## src/rtl/puf_rng_collector.sv

```systemverilog
// Collects 4-bit PUF RNG nibbles, packs eight into a 32-bit word and queues words in a FWFT FIFO.
// Optional repetition-count health test is built when PUF_RNG_HEALTH_EN is defined.
module puf_rng_collector #(
  parameter int DEPTH          = 4,
  parameter int TIMEOUT_CYCLES = 1024,
  parameter int CNT_W          = $clog2(DEPTH + 1)
) (
  input  logic             clk_i,
  input  logic             rst_i,
  input  logic             enable_i,
  input  logic [3:0]       rng4bit_i,
  input  logic             rng4bit_done_i,
  input  logic             rng_mode_i,
  output logic             es_rng_req_o,
  output logic [31:0]      es_data_o,
  output logic             es_valid_o,
  input  logic             es_ready_i,
  output logic [CNT_W-1:0] fifo_level_o,
  output logic             err_timeout_o,
  input  logic             clr_err_i
`ifdef PUF_RNG_HEALTH_EN
  ,output logic            health_fail_o
`endif
);

  localparam int PTR_W = $clog2(DEPTH);
  localparam int TO_W  = $clog2(TIMEOUT_CYCLES);

  typedef enum logic {IDLE, REQ} state_e;

  state_e            state_q, state_d;
  logic [2:0]        idx_q, idx_d;
  logic [31:0]       part_q, part_d;
  logic [TO_W-1:0]   tcnt_q, tcnt_d;
  logic              err_q, err_d;
  logic              halt;
  logic              push, pop;
  logic [31:0]       push_word;

  logic [31:0]       mem [DEPTH];
  logic [PTR_W-1:0]  wr_q, rd_q;
  logic [CNT_W-1:0]  cnt_q;
  logic [31:0]       last_q;

`ifdef PUF_RNG_HEALTH_EN
  logic [4:0]        run_q, run_d;
  logic [3:0]        lnib_q, lnib_d;
  logic              hfail_q, hfail_d;
  assign halt          = err_q | hfail_q;
  assign health_fail_o = hfail_q;
`else
  assign halt = err_q;
`endif

  always_comb begin
    state_d   = state_q;
    idx_d     = idx_q;
    part_d    = part_q;
    tcnt_d    = tcnt_q;
    err_d     = clr_err_i ? 1'b0 : err_q;
    push      = 1'b0;
    push_word = '0;
`ifdef PUF_RNG_HEALTH_EN
    run_d     = run_q;
    lnib_d    = lnib_q;
    hfail_d   = clr_err_i ? 1'b0 : hfail_q;
`endif
    case (state_q)
      IDLE: begin
        if (enable_i && rng_mode_i && (cnt_q < CNT_W'(DEPTH)) && !halt) begin
          state_d = REQ;
          tcnt_d  = '0;
        end
      end
      REQ: begin
        if (rng4bit_done_i) begin
          state_d = IDLE;
          part_d  = part_q | ({28'd0, rng4bit_i} << {idx_q, 2'b00});
          idx_d   = idx_q + 3'd1;
          if (idx_q == 3'd7) begin
            push      = 1'b1;
            push_word = part_d;
            part_d    = '0;
          end
`ifdef PUF_RNG_HEALTH_EN
          run_d  = (rng4bit_i == lnib_q && run_q != '0) ? run_q + 5'd1 : 5'd1;
          lnib_d = rng4bit_i;
          // 16th identical nibble poisons the word being built, even if it would complete it
          if (run_d == 5'd16) begin
            hfail_d = 1'b1;
            run_d   = '0;
            idx_d   = '0;
            part_d  = '0;
            push    = 1'b0;
          end
`endif
        end else if (!enable_i || !rng_mode_i) begin
          state_d = IDLE;
          idx_d   = '0;
          part_d  = '0;
`ifdef PUF_RNG_HEALTH_EN
          run_d   = '0;
`endif
        end else if (tcnt_q == TO_W'(TIMEOUT_CYCLES - 1)) begin
          state_d = IDLE;
          idx_d   = '0;
          part_d  = '0;
          err_d   = 1'b1;
`ifdef PUF_RNG_HEALTH_EN
          run_d   = '0;
`endif
        end else begin
          tcnt_d = tcnt_q + TO_W'(1);
        end
      end
      default: state_d = IDLE;
    endcase
  end

  always_ff @(posedge clk_i or posedge rst_i) begin
    if (rst_i) begin
      state_q <= IDLE;
      idx_q   <= '0;
      part_q  <= '0;
      tcnt_q  <= '0;
      err_q   <= 1'b0;
`ifdef PUF_RNG_HEALTH_EN
      run_q   <= '0;
      lnib_q  <= '0;
      hfail_q <= 1'b0;
`endif
    end else begin
      state_q <= state_d;
      idx_q   <= idx_d;
      part_q  <= part_d;
      tcnt_q  <= tcnt_d;
      err_q   <= err_d;
`ifdef PUF_RNG_HEALTH_EN
      run_q   <= run_d;
      lnib_q  <= lnib_d;
      hfail_q <= hfail_d;
`endif
    end
  end

  assign es_rng_req_o  = (state_q == REQ);
  assign err_timeout_o = err_q;

  assign es_valid_o   = (cnt_q != '0);
  assign pop          = es_valid_o & es_ready_i;
  assign fifo_level_o = cnt_q;
  // last_q keeps the most recently popped word so the output holds while empty
  assign es_data_o    = es_valid_o ? mem[rd_q] : last_q;

  always_ff @(posedge clk_i or posedge rst_i) begin
    if (rst_i) begin
      wr_q   <= '0;
      rd_q   <= '0;
      cnt_q  <= '0;
      last_q <= '0;
    end else begin
      if (push) wr_q <= wr_q + PTR_W'(1);
      if (pop) begin
        rd_q   <= rd_q + PTR_W'(1);
        last_q <= mem[rd_q];
      end
      if (push && !pop)      cnt_q <= cnt_q + CNT_W'(1);
      else if (pop && !push) cnt_q <= cnt_q - CNT_W'(1);
    end
  end

  always_ff @(posedge clk_i) begin
    if (push) mem[wr_q] <= push_word;
  end

endmodule
```

## config.mk

```make
export PLATFORM = sky130hd
export DESIGN_NAME = puf_rng_collector
export DESIGN_NICKNAME = d
export VERILOG_FILES = /design/src/rtl/puf_rng_collector.sv
export SDC_FILE = /design/constraint.sdc
export NUM_CORES = 1
export LEC_CHECK = 0
export ABC_AREA = 0
export BUFFER_PORTS_ARGS = -buffer_cell sky130_fd_sc_hd__buf_2
export CAP_MARGIN = 20
export CORE_UTILIZATION = 55
export CTS_CLUSTER_SIZE = 16
export DETAILED_ROUTE_END_ITERATION = 7
export GPL_TIMING_DRIVEN = 0
export PLACE_DENSITY_LB_ADDON = 0.12
export SYNTH_ARGS = -nofsm -noshare
export SYNTH_HDL_FRONTEND = slang
export SYNTH_SLANG_ARGS = --single-unit
```

## constraint.sdc

```tcl
create_clock -name clk_i -period 2.69 [get_ports clk_i]
set_clock_uncertainty 0.2 [all_clocks]
set_input_delay 0.1345 -clock clk_i [delete_from_list [all_inputs] [get_ports clk_i]]
set_output_delay 0.1345 -clock clk_i [all_outputs]
set_load 0.02 [all_outputs]
```

== Word level (Yosys, flattened, before mapping) ==
Memory sizes are Yosys's and may differ from the RTL's.
Cells that the tools add are included.

* Register bits after elaboration: 86
* RAM bits: 128
* Bits of input ports: 11
* Output and inout port bits: 38
* Word-level logic and storage cells: 76
* Memories: 1

{| class="wikitable"
|+ Memory list
! memory !! words !! bits a word !! rd ports !! clocked after memory_dff !! write ports !! line !! RTL
|-
| mem || 4 || 32 || 1 || 0 || 1 || 40 || <nowiki>logic [31:0] mem [DEPTH];</nowiki>
|}

* Add/sub/neg operators: 6
* Order comparisons: 1
* Equality and inequality tests: 6
* Shift operators: 1
* Multiplexer cells: 33
* Bitwise logic cells: 3
* Reduce and logical (&&, ||, !) cells: 16

{| class="wikitable"
|+ Operators by type and width
! kind !! number
|-
| 32-bit two-way mux || 8
|-
| 10-bit two-way mux || 4
|-
| 32-bit OR || 1
|-
| 4-bit by 5-bit left shift with 32-bit output || 1
|-
| 10-bit one-hot mux with 2 select lines || 1
|-
| 3-bit two-way mux || 5
|-
| 1-bit two-way mux || 14
|-
| 10-bit by 1-bit adder with 10-bit output (second input constant) || 1
|-
| 10-bit == test (second input constant) || 1
|-
| 2-bit inequality test (second input constant) || 4
|-
| 3-bit by 1-bit adder with 3-bit output (second input constant) || 2
|-
| 3-bit nonzero test || 2
|-
| 1-bit logical AND || 5
|-
| 1-bit logical NOT || 5
|-
| 2-bit by 1-bit adder with 2-bit output (second input constant) || 2
|-
| 4-bit AND reduction || 1
|-
| 3-bit == test (second input constant) || 1
|-
| 3-bit less-than comparator (second input constant) || 1
|-
| 3-bit by 1-bit subtractor with 3-bit output (second input constant) || 1
|-
| 1-bit one-hot mux with 2 select lines || 1
|-
| 2-bit AND reduction || 1
|-
| 2-bit nonzero test || 1
|-
| 1-bit AND || 1
|-
| 1-bit logical OR || 1
|-
| 1-bit inverter || 1
|}

== Logic depth before layout (Yosys ltp) ==
Gate-level depths: netlist of run 1.

* Depth in word-level cells: 8
* Gate-level depth with buffers: 10
* Depth with buffers taken out: 10

== Least setup slack after synthesis of run 1 ==
No wires, ideal clock.

* Kind: register to register
* Start: reg cnt_q[2], in the netlist fifo_level_o[2]
* End: reg cnt_q[2], in the netlist fifo_level_o[2]
* Setup time: 0.080 ns
* Arrival: 2.260 ns
* Data required time: 2.410 ns
* Slack: 0.150 ns
* Cell stages (with the launch flop): 11
* Buffers on the path: 2
* Period minus slack after synthesis: 2.540 ns
* Path through: dfrtp_1 > or3_1 > buf_6 > nand2_8 > buf_6 > ha_1 > inv_1 > fa_1 > xor2_1 > nor2_1 > xor2_1

* Cells in the longest elaborated chain, start to end: 5
* Elaborated cells between the ends (all ways): 10
* Those cells by class: add/sub: 2; mux: 2; bitwise: 1; reduce/logical: 5

{| class="wikitable"
|+ Ends and longest elaborated chain
! item !! line !! RTL
|-
| start, declared || 42 || <nowiki>logic [CNT_W-1:0] cnt_q;</nowiki>
|-
| start signal, assigned || 167 || <nowiki>if (push && !pop) cnt_q <= cnt_q + CNT_W'(1);</nowiki>
|-
| start signal, assigned || 168 || <nowiki>else if (pop && !push) cnt_q <= cnt_q - CNT_W'(1);</nowiki>
|-
| branches (longest 5 deep; another with 3-bit by 1-bit subtractor with 3-bit output) || - ||
|}

Several ways; the timed one is not identified. The select of a mux whose other input is x is not followed.
A chain may end at the register's enable or synchronous reset.

== Final worst setup path of run 1 ==
* Start: reg rd_q[1]
* End: out es_data_o[11]

* Cells in the longest elaborated chain, start to end: 2

{| class="wikitable"
|+ Ends and longest elaborated chain
! item !! line !! RTL
|-
| start, declared || 41 || <nowiki>logic [PTR_W-1:0] wr_q, rd_q;</nowiki>
|-
| start signal, assigned || 164 || <nowiki>rd_q <= rd_q + PTR_W'(1);</nowiki>
|-
| memory 4 x 32 bit || - ||
|-
| 32-bit two-way mux || 153 || <nowiki>assign es_data_o = es_valid_o ? mem[rd_q] : last_q;</nowiki>
|-
| end, declared || 15 || <nowiki>output logic [31:0] es_data_o,</nowiki>
|}

No other way between the ends.

==> results of run 1 <==
-- what timing repair did --
item	4_1_cts	5_1_grt
setup buffers	0	0
setup endpoints to repair	2	24
resized for setup	3	5
pin swaps	0	1
hold buffers	8	0
endpoints found under the hold margin	113	0
-- sequential cells by signal (all words and copies together) (netlist names) --
register       count
part_q            32
tcnt_q            10
mem              128
last_q            32
wr_q               2
fifo_level_o       3
err_timeout_o      1
idx_q              3
es_rng_req_o       1
rd_q               2
-- logic make-up (layout without fill, tap and decap cells) --
group / after synthesis / after routing / synth area share, %
AO/OA/AOI/OAI: 117 / 117 / 7.72
XOR/XNOR: 7 / 7 / 0.654
adder cells (fa/ha/maj): 9 / 9 / 1.28
buffers and inverters: 45 / 142 / 3.11
flip-flops: 214 / 214 / 64.0
multiplexers: 99 / 99 / 16.5
AND/OR/NAND/NOR: 131 / 131 / 6.76
-- per-stage QoR --
step	instances	hold slack, ns	setup slack (ns)	setup TNS (ns)	util, %
after floorplan	622	0.0258	0.134	0	-
after global placement	886	0.115	-0.971	-160.01	59.5
after detailed placement	891	-0.0442	-0.119	-0.165	60.2
after CTS	939	0.141	0.00991	0	64.8
after global routing	939	0.152	0.00726	0	64.9
final	939	0.161	0.120	0	64.9
-- where the power goes --
group          total [uW]  switching [uW]  internal, uW
registers            4170             297          3880
logic                2920            1520          1410
clock network        2880            1200          1670
-- cells in the final DEF (no fill, tap or decap), types with 2 or more instances in the layout --
cell / synthesis / layout
edfxtp_1: 128 / 128
a21oi_1: 35 / 35
mux4_2: 32 / 32
nor3_1: 4 / 4
nor2b_1: 2 / 2
mux2_4: 19 / 19
ha_1: 8 / 7
and3_1: 2 / 2
nor2_1: 43 / 43
nand3_1: 10 / 9
a31oi_1: 2 / 2
mux2_1: 4 / 4
buf_6: 14 / 13
nand2_1: 45 / 45
clkbuf_1: 15 / 21
dfrtp_1: 86 / 85
buf_12: 0 / 4
buf_2: 5 / 46
xor2_1: 3 / 3
clkinv_2: 0 / 3
or2_2: 2 / 2
inv_1: 9 / 8
clkinv_1: 0 / 5
clkbuf_4: 0 / 3
dlygate4sd3_1: 0 / 8
and2_2: 0 / 4
and2_1: 8 / 4
a32o_1: 2 / 2
a21o_1: 31 / 31
clkbuf_16: 0 / 23
xnor2_1: 4 / 4
mux2_2: 44 / 44
a311oi_1: 2 / 2
o21ai_0: 34 / 34
-- worst max path at each step --
| stage | start | endpoint | slack [ns] |
|---|---|---|---|
| after CTS | rd_q[1] | es_data_o[11] | 0.01 |
| final | rd_q[1] | es_data_o[11] | 0.12 |
| after detailed placement | fifo_level_o[2] | fifo_level_o[2] | -0.12 |
| after global placement | rst_i | last_q[28] | -0.97 |
| after floorplan | rst_i | err_timeout_o | 0.13 |
| after global routing | rd_q[1] | es_data_o[14] | 0.007 |
-- worst min-delay path, delay by kind of cell --
family                 cells  cell delay [ns]
buffers and inverters      2             0.62
AOI/OAI and AO/OA          1             0.06
-- layout make-up --
type	count	share of cell area, %
plain buffers	34	2.32
flip-flops and latches	214	55.7
repair buffers	57	3.79
well taps	220	2.56
clock inverters	12	0.825
multi-input cells	363	28.9
clock buffers	29	5.55
inverters	10	0.372
-- metal layers --
metal  track usage (%)  vias to the layer above  wire length (um)
li1                  -                     2510                 -
met1              28.9                     2816              7710
met2              38.8                      118              9720
met3              2.57                       26               751
met4              6.13                        0               302
met5                 0                        -                 0
==> reports/qor.txt, run 1 <==
largest net degree at the start of global routing -> 61
max frequency -> 0.389 GHz
Clock Latency Late Sink -> 0.50 ns
Tcrit/Tclk final -> 95.5%
port buffer count -> 44
final hold vios -> 0
worst reg2reg startpoint -> fifo_level_o[2]
total power -> 9970 uW
ANT nets after route -> 0
synthesized instance count -> 622
DPL Wire Length -> 12,500 um
post-synth net total -> 642
yosys warns -> 0
Tot GR Track Use -> 22.0%
drt pass-1 iters -> 5
CTS sink cnt -> 214
Final nets -> 723
Hold EP -> err_timeout_o
synth unique cells -> 55
delay-heaviest family, CP -> buffers and inverters
Synth area leaders -> edfxtp_1 41%, dfrtp_1 23%, mux4_2 7.7%
most frequent cells after synthesis -> 128 x edfxtp_1, 86 x dfrtp_1, 45 x nand2_1, 44 x mux2_2, 43 x nor2_1
share of layout cells above drive strength 1 -> 29.6%
cell taking the most area after synthesis -> edfxtp_1
GR Overflow Total -> 0
Post-synth EDFFs -> 128
global-route wire length before repair -> 29,700 um
row cnt -> 47
top-count cell post-synth -> edfxtp_1
critical path cell sequence -> clkbuf_1, clkbuf_4, mux4_2, mux2_4, buf_2
Post-Syn Area per Cell -> 15.1 um2
IO Count -> 49
WP data arrival -> 2.24 ns
FF-to-FF path depth -> 9
Worst EP required -> 2.36 ns
RSZ-0062 raised after global routing -> false
Slew HR -> 59.2%
Worst setup SP type -> flop
ys flop type -> edfxtp_1
asr flop ratio synth -> 40.2%
register area share after synthesis -> 64.0%
Total Wirelength -> 18,500 um
hold path cells -> 3
crit path capture type -> output pin
CTS tree -> yes
Final min period -> 2.57 ns
Initial Utilization -> 56.5%
multi-input combinational cell area -> 0.00311 mm2
post-synth top area share -> 41.0%
Clk Tree Root Cell -> clkbuf_16
clock buffer count from CTS -> 23
Worst VDD drop -> 0.490 mV
Setup violations, final -> 0
CP max-delay cell -> mux4_2
die area -> 0.0176 mm2
Core Area -> 0.0166 mm2
clock buffer depth -> 3
hold wc startpoint -> clr_err_i
die width -> 133 um
Slew Limit Fails -> 0
H-tree levels -> 1
storage element area -> 0.00600 mm2
critical path buffer and inverter count -> 3
critical path class -> reg -> out
area grow syn2layout -> 14.9%
vias in the first global route -> 5,612
initial drt markers -> 359
Remaining DRCs -> 0
CP max FO -> 10
leakage power -> 0.00379 uW
Vias -> 5,470
Maximum Capacitance Violations -> 0
fin area -> 0.0108 mm2
min-delay worst type -> in -> reg
Filler Cell Count -> 1,246
die height -> 133 um
Crit path depth -> 5
synthesized flop and latch total -> 214
power density cells -> 926 mW/mm2
r2r endpoint -> fifo_level_o[2]
initial antenna violation count -> 0
worst-margin pin slew -> 0.612 ns
placed instance area -> 0.00998 mm2
GPL Wtd Cong -> 0.814
CP peak stage delay -> 0.35 ns
Avg WL per Cell -> 19.7 um
Syn Std Cell Area -> 0.00937 mm2
antenna cells -> 0
R2R setup slack -> 0.14 ns
run status -> completed
Clock Pin Slew Worst Setup and Hold Paths -> 0.05 ns
Via density -> 5.83
Note: power is estimated with default switching activity, not from simulation.
==> run 2, diff against run 1 <==
--- a/config.mk
+++ b/config.mk
@@ -8,6 +8,7 @@
 export ABC_AREA = 0
 export BUFFER_PORTS_ARGS = -buffer_cell sky130_fd_sc_hd__buf_2
 export CAP_MARGIN = 20
+export CORE_MARGIN = 2
 export CORE_UTILIZATION = 55
 export CTS_CLUSTER_SIZE = 16
 export DETAILED_ROUTE_END_ITERATION = 7
==> reports/qor.txt, run 2 (synthesis gave the netlist of run 1 again) <==
run status -> completed
critical path buffer and inverter count -> 3
global-route wire length before repair -> 30,100 um
Maximum Capacitance Violations -> 0
storage element area -> 0.00600 mm2
die height -> 135 um
total power -> 10,500 uW
ANT nets after route -> 0
min-delay worst type -> in -> reg
worst slack, placed -> 0.0151 ns
Largest register FFs -> 128
Initial Utilization -> 56.3%
Met3 Wirelength -> 1000 um
crit path capture type -> output pin
routed wl met2 -> 9070 um
top sig layer -> met4
leakage power -> 0.00390 uW
Setup violations, final -> 0
final hold vios -> 0
die area -> 0.0181 mm2
Core Area -> 0.0166 mm2
worst-margin pin slew -> 0.669 ns
most frequent cells in the layout -> 128 x edfxtp_1, 85 x dfrtp_1, 47 x buf_2
CP peak stage delay -> 0.37 ns
GR Overflow Total -> 0
CP max FO -> 10
DPL Wire Length -> 12,200 um
IO Count -> 49
cell mode on critical path -> buf_2
Remaining DRCs -> 0
drt pass-1 iters -> 4
Worst EP required -> 2.36 ns
Worst VDD drop -> 0.648 mV
clock buffer count from CTS -> 22
Clock Latency Late Sink -> 0.49 ns
Via density -> 5.77
row cnt -> 47
Avg WL per Cell -> 19.6 um
critical path class -> reg -> out
register name with the most flops -> mem
met1 WL -> 8130 um
setup ws final -> 0.125 ns
vias in the first global route -> 5,571
share of layout cells above drive strength 1 -> 31.4%
area grow syn2layout -> 17.1%
initial drt markers -> 386
Worst setup SP type -> flop
power density cells -> 955 mW/mm2
Vias -> 5,477
Largest regs -> mem: 128 flops, last_q: 32 flops, part_q: 32 flops
placed instance area -> 0.00998 mm2
antenna cells -> 0
Filler Cell Count -> 1,205
critical path cell sequence -> clkbuf_1, buf_2, mux4_2, mux2_4, buf_2
Slew Limit Fails -> 0
fin area -> 0.0110 mm2
WP data arrival -> 2.23 ns
Tcrit/Tclk final -> 95.4%
commonest non-fill, non-tap cell in the layout -> edfxtp_1
Slew HR -> 55.4%
Tot GR Track Use -> 21.5%
multi-input combinational cell area -> 0.00310 mm2
largest net degree at the start of global routing -> 64
H-tree levels -> 1
CTS tree -> yes
Final nets -> 733
Total Wirelength -> 18,600 um
clock buffer depth -> 3
Clock Pin Slew Worst Setup and Hold Paths -> 0.06 ns
port buffer count -> 44
Clk Tree Root Cell -> clkbuf_16
delay-heaviest family, CP -> buffers and inverters
GPL Wtd Cong -> 0.851
CP max-delay cell -> mux4_2
max frequency -> 0.390 GHz
die width -> 135 um
Final min period -> 2.57 ns
WHS -> 0.161 ns
initial antenna violation count -> 0
CTS sink cnt -> 214
-- run 2: layout make-up --
type                    count  share of cell area [%]
clock buffers              29                    5.73
inverters                  10                   0.388
plain buffers              34                    2.26
clock inverters            11                    1.71
repair buffers             68                    4.47
flip-flops and latches    214                    54.7
well taps                 220                    2.51
multi-input cells         363                    28.3
-- run 2: metal layers --
metal,track usage [%],vias up
li1,-,2514
met1,30.5,2776
met2,35.4,150
met3,3.12,37
met4,5.73,0
met5,0,-
-- run 2: timing repair --
action | CTS | global route
buffers inserted | 0 | 11
setup endpoints to repair | 1 | 10
pin swaps | 0 | 1
resized for setup | 0 | 6
endpoints found under the hold margin | 112 | 0
hold buffers | 8 | 0
-- run 2: worst min-delay path: stages --
cell and delay (ns):
dlygate4sd3_1 0.52, buf_2 0.10, o32ai_1 0.06
-- run 2: through the flow --
| stage | cells | utilization (%) | setup TNS [ns] |
|---|---|---|---|
| 3_5_place_dp | 891 | 60.0 | 0 |
| 4_1_cts | 938 | 65.3 | 0 |
| 6_report | 949 | 65.9 | 0 |
| 3_3_place_gp | 886 | 59.3 | -169.53 |
| 5_1_grt | 949 | 65.9 | -0.00796 |
| 2_1_floorplan | 622 | - | 0 |
-- run 2: report_power, final --
group	total, uW	internal, uW	switching [uW]
sequential	4170	3880	294
clock	3340	2120	1210
combinational	2970	1440	1520
-- run 2: path summary, 6_finish.rpt --
check	from	endpoint	slack [ns]	cells past startpoint
max	rd_q[1]	es_data_o[10]	0.12	5
min	clr_err_i	err_timeout_o	0.16	3
max reg2reg	fifo_level_o[2]	fifo_level_o[2]	0.18	9
min reg2reg	last_q[2]	last_q[2]	0.29	1
max in group asynchronous	rst_i	last_q[9]	1.11	5
min in group asynchronous	rst_i	last_q[17]	0.54	4
